--- src/rtl/bus_arbiter.sv ---
// bus_arbiter: shares the system bus between master 1 and master 2.
// Registered one-hot grants, grant-hold watchdog, and a one-cycle turnaround
// between owners so the address/data muxes never see two drivers.
// Optional feature macro ARB_ROUND_ROBIN_EN: when defined, a tie goes to the
// master that did not own the bus last; when undefined, master 1 wins ties.
module bus_arbiter #(
  parameter int unsigned CNT_LEN = 16,
  parameter int unsigned TIMEOUT = 16'hFFFF
) (
  input  logic               clk,
  input  logic               reset,
  input  logic               req1,
  input  logic               req2,
  input  logic               done1,
  input  logic               done2,
  output logic               grant1,
  output logic               grant2,
  output logic [1:0]         master_sel,
  output logic               bus_busy,
  output logic               timeout,
  output logic [CNT_LEN-1:0] hold_cnt
);

  typedef enum logic [1:0] {
    IDLE,
    GRANT1,
    GRANT2,
    TURNAROUND
  } state_t;

  // Watchdog fires on the last permitted grant cycle; TIMEOUT of 0 disables it.
  localparam bit                 WDOG_EN   = (TIMEOUT != 0);
  localparam int unsigned        TO_LAST32 = (TIMEOUT == 0) ? 0 : TIMEOUT - 1;
  localparam logic [CNT_LEN-1:0] TO_LAST   = CNT_LEN'(TO_LAST32);

  state_t             state_q, state_d;
  logic               last2_q, last2_d;     // 1: master 2 owned the bus last
  logic               grant1_q, grant1_d;
  logic               grant2_q, grant2_d;
  logic [1:0]         sel_q, sel_d;
  logic               busy_q, busy_d;
  logic               timeout_q, timeout_d;
  logic [CNT_LEN-1:0] hold_q, hold_d;
  logic               wd_hit;
  logic               tie_to_2;

  assign wd_hit = WDOG_EN && (hold_q == TO_LAST);

`ifdef ARB_ROUND_ROBIN_EN
  assign tie_to_2 = !last2_q;
`else
  // Fixed priority: the last owner is kept for visibility but never decides a tie.
  logic unused_last_owner;
  assign unused_last_owner = last2_q;
  assign tie_to_2          = 1'b0;
`endif

  // Next state, grant bookkeeping and the registered output values.
  always_comb begin
    state_d   = state_q;
    last2_d   = last2_q;
    timeout_d = 1'b0;
    hold_d    = '0;
    unique case (state_q)
      IDLE: begin
        if (req1 && req2)  state_d = tie_to_2 ? GRANT2 : GRANT1;
        else if (req1)     state_d = GRANT1;
        else if (req2)     state_d = GRANT2;
      end
      GRANT1: begin
        if (done1 || !req1 || wd_hit) begin
          state_d   = TURNAROUND;
          last2_d   = 1'b0;
          timeout_d = req1 && !done1;
        end else begin
          hold_d = (hold_q == '1) ? hold_q : hold_q + CNT_LEN'(1);
        end
      end
      GRANT2: begin
        if (done2 || !req2 || wd_hit) begin
          state_d   = TURNAROUND;
          last2_d   = 1'b1;
          timeout_d = req2 && !done2;
        end else begin
          hold_d = (hold_q == '1) ? hold_q : hold_q + CNT_LEN'(1);
        end
      end
      default: state_d = IDLE;
    endcase
    grant1_d = (state_d == GRANT1);
    grant2_d = (state_d == GRANT2);
    sel_d    = grant1_d ? 2'd1 : (grant2_d ? 2'd2 : 2'd0);
    busy_d   = (state_d != IDLE);
  end

  // State and output registers, cleared immediately by reset.
  always_ff @(posedge clk or posedge reset) begin
    if (reset) begin
      state_q   <= IDLE;
      last2_q   <= 1'b1;
      grant1_q  <= 1'b0;
      grant2_q  <= 1'b0;
      sel_q     <= 2'd0;
      busy_q    <= 1'b0;
      timeout_q <= 1'b0;
      hold_q    <= '0;
    end else begin
      state_q   <= state_d;
      last2_q   <= last2_d;
      grant1_q  <= grant1_d;
      grant2_q  <= grant2_d;
      sel_q     <= sel_d;
      busy_q    <= busy_d;
      timeout_q <= timeout_d;
      hold_q    <= hold_d;
    end
  end

  assign grant1     = grant1_q;
  assign grant2     = grant2_q;
  assign master_sel = sel_q;
  assign bus_busy   = busy_q;
  assign timeout    = timeout_q;
  assign hold_cnt   = hold_q;

endmodule

--- config.mk ---
export PLATFORM = sky130hd
export DESIGN_NAME = bus_arbiter
export DESIGN_NICKNAME = d
export VERILOG_FILES = /design/src/rtl/bus_arbiter.sv
export SDC_FILE = /design/constraint.sdc
export NUM_CORES = 1
export LEC_CHECK = 0
export BUFFER_PORTS_ARGS = -buffer_cell sky130_fd_sc_hd__buf_4
export CAP_MARGIN = 20
export CORE_ASPECT_RATIO = 1.4
export CORE_MARGIN = 3
export CORE_UTILIZATION = 53
export DETAILED_ROUTE_END_ITERATION = 7
export GPL_TIMING_DRIVEN = 0
export HOLD_SLACK_MARGIN = 0.02
export MAX_ROUTING_LAYER = met4
export PLACE_DENSITY = 0.78
export SYNTH_ARGS = -nofsm -noshare
export SYNTH_HDL_FRONTEND = slang
export SYNTH_SLANG_ARGS = --single-unit
--- constraint.sdc ---
create_clock -name clk -period 5.15 [get_ports clk]
set_clock_uncertainty 0.15 [all_clocks]
set_input_delay 0.2575 -clock clk [delete_from_list [all_inputs] [get_ports clk]]
set_output_delay 0.2575 -clock clk [all_outputs]
set_load 0.01 [all_outputs]
==> impl_results.md <==
* Worst-Skew Late Latency at 0.30 ns
* Share of post-route cells with drive strength above 1 at 21.8%
* Vias in the first global route at 1124
* Via-to-Cell Ratio at 6.34
* CP max FO at 10
* # DRC at 0
* Iter 0 DRT Violations at 32
* Yosys warns at 0
* CTS tree: built
* DR vias at 1185
* Area of the multi-input gates at 639 sq um
* Crit end category: flip-flop
* Slew margin rel. at 43.3%
* Worst R2R Path Depth at 7
* Total GRT Usage at 22.9%
* Number of setup violations in the final report at 0
* Worst r2r src: hold_cnt[0]
* Initial antenna violation count at 0
* Gr ovfl total at 0
* Fin. max-slew vios at 0
* Post-synth top cells: 22 x dfrtp_1, 11 x nor2_1, 10 x nand2_1, 8 x a21oi_1, 7 x nor3_1
* Number of synthesized register bits at 22
* Post-Place Cells at 183
* GPL Wtd Cong at 0.887
* Avg Cell Area, Syn at 9.37 sq um
* Area grow syn2layout at 20.9%
* Root buffer cell: clkbuf_4
* Top cell type's share of synthesized area at 43.9%
* RSZ-0062 raised after global routing: false
* Synthesized Nets at 146
* Hold worst-path end: bus_busy
* Post-CTS Setup Inserts at 0
* TNS Setup at 0 ns
* Total wire length at 2990 um
* CP Data Required Time at 5.22 ns
* Sequential share of the synthesized area at 43.9%
* Clk slew on worst S/H paths at 0.13 ns
* Number of flops mapped to enable cells by yosys at 0
* Crit Path Category: flip-flop to flip-flop
* Worst reg2reg setup slack at 3.04 ns
* Leakage at 0.694 nW
* Peak VDD IR at 0.000255 V
* Core box area at 2200 sq um
* Inserted Diodes at 0
* Post-Syn Area at 1250 sq um
* Die H at 63.6 um
* Hold Crit Start: req2
* Port Buffers at 27
* CTS H-Tree Depth at 1
* Die area at 3000 sq um
* Dominant cells by area after synthesis: dfrtp_1 44%, ha_1 6.0%, and4_1 4.2%
* Ys async rst share at 100%
* Outcome: complete, no violations
* Top_reg_cell synth: dfrtp_1
* CTS max path bufs at 2
* Detail Placement HPWL at 2260 um
* Register Area at 551 sq um
* F_max at 474 MHz
* Worst EP arrival at 2.18 ns
* Starting density of the core at 57.0%
* Most common cell in the netlist: dfrtp_1
* Largest net degree at the start of global routing at 23
* DRT Pass-1 Iters at 4
* Cell taking the most area after synthesis: dfrtp_1
* Non-filler cells, final at 187
* Slew @ Worst Pin at 0.850 ns
* First-pass GRT wire length at 5030 um
* Worst min-delay path class: input pin to flip-flop
* Yosys cell types at 33
* TritonCTS sink count at 22
* Layout Nets at 179
* # fillers at 198
* DR WL/cell at 16.0 um
* Die Wd at 47.1 um
* Hold Fails Final Rpt at 0
* Post-CTS sizing at 0
* Tmin final at 2.11 ns
* I/O Pins at 28
* Hold depth at 3
* Post-DRT Antenna Nets at 0
* Syn Inst Count at 134
* CP Launch Type: flip-flop
* Num CTS Buffers at 3
* Power density cells at 312 nW/um^2
* Crit Reg-Reg Endpoint: hold_cnt[0]
* Core Rows at 20
* Max cap viols at 0
* Final period util at 40.9%
-- metal layers --
layer  part of all wire (%)  GRT usage (%)  vias up  routed length (um)
met3                    4.4           2.86        6                 132
met2                     55           37.8       36                1650
met1                     38           27.4      580                1150
li1                       -              -      563                   -
met4                    1.9           8.30        0                  57
met5                      0              -        -                   0
-- registers in the layout (all words and copies together) (netlist names) --
name	flops
bus_busy	1
grant2	1
hold_cnt	16
master_sel	1
state_q	2
timeout	1
-- critical path, stage by stage (launching register included) --
cell and delay (ns):
dfrtp_1 0.47, inv_1 0.09, ha_1 0.20, and4_1 0.20, nand4_1 0.22, nand2_1 0.24
buf_2 0.26, nor3_1 0.22
-- placed cells by master (no fill, tap or decap), types with 4 or more instances in the layout --
cell,instances
o21ai_0,4
nand4_1,5
a21oi_1,8
nor3_1,7
dfrtp_1,22
a31oi_1,4
and4_1,6
and3_1,6
nor2_1,11
ha_1,6
inv_1,6
buf_4,29
or3_1,5
nand3_1,4
nand2_1,10
-- cells by family (layout without fill, tap and decap cells) --
| logic type | Yosys count | in the layout | share of synthesized area, % |
|---|---|---|---|
| DFF | 22 | 22 | 43.9 |
| buffers and inverters | 11 | 42 | 5.18 |
| adders and majority gates | 6 | 6 | 5.98 |
| xor gates and xnor gates | 1 | 1 | 0.698 |
| and+or+nand+nor | 65 | 65 | 29.1 |
| AOI/OAI and AO/OA | 29 | 29 | 15.2 |
-- worst max path at each step --
stage	slack, ns	depth (start not counted)	endpoint	start
2_1_floorplan	3.29	5	hold_cnt[11]	hold_cnt[14]
3_3_place_gp	3.10	7	hold_cnt[0]	hold_cnt[0]
3_5_place_dp	3.08	7	hold_cnt[0]	hold_cnt[0]
4_1_cts	3.06	7	hold_cnt[0]	hold_cnt[0]
5_1_grt	2.93	7	hold_cnt[6]	state_q[0]
6_report	3.04	7	hold_cnt[0]	hold_cnt[0]
-- metrics by stage --
step | power (mW) | utilization (%) | setup WS [ns] | instance area, sq um | hold slack [ns]
finish | 0.473 | 68.9 | 3.04 | 1520 | 0.139
global route | 0.506 | 68.9 | 2.93 | 1520 | 0.120
CTS | 0.476 | 68.9 | 3.06 | 1520 | 0.134
detailed placement | 0.397 | 67.4 | 3.08 | 1490 | 0.343
global placement | 0.386 | 67.4 | 3.10 | 1490 | 0.317
floorplan | 0.329 | - | 3.29 | 1250 | 0.0967
-- where the power goes --
group	leakage (nW)	switching [mW]	internal [mW]	total [mW]
sequential	0.300	0.0231	0.195	0.218
clock	0.0138	0.0517	0.0272	0.0789
combinational	0.381	0.0964	0.0800	0.176
-- repair_timing --
action	in CTS	in global routing
hold buffers	1	0
endpoints found under the setup margin	0	0
endpoints found under the hold margin	22	0
-- layout make-up --
cell class	instances	share of cell area [%]
Multi-Input combinational cell	101	42.1
Tap cell	22	1.81
Timing Repair Buffer	28	14.0
Sequential cell	22	36.3
Inverter	6	1.48
Buffer	5	2.80
Clock buffer	3	1.48
Note: power is estimated with default switching activity, not from simulation.
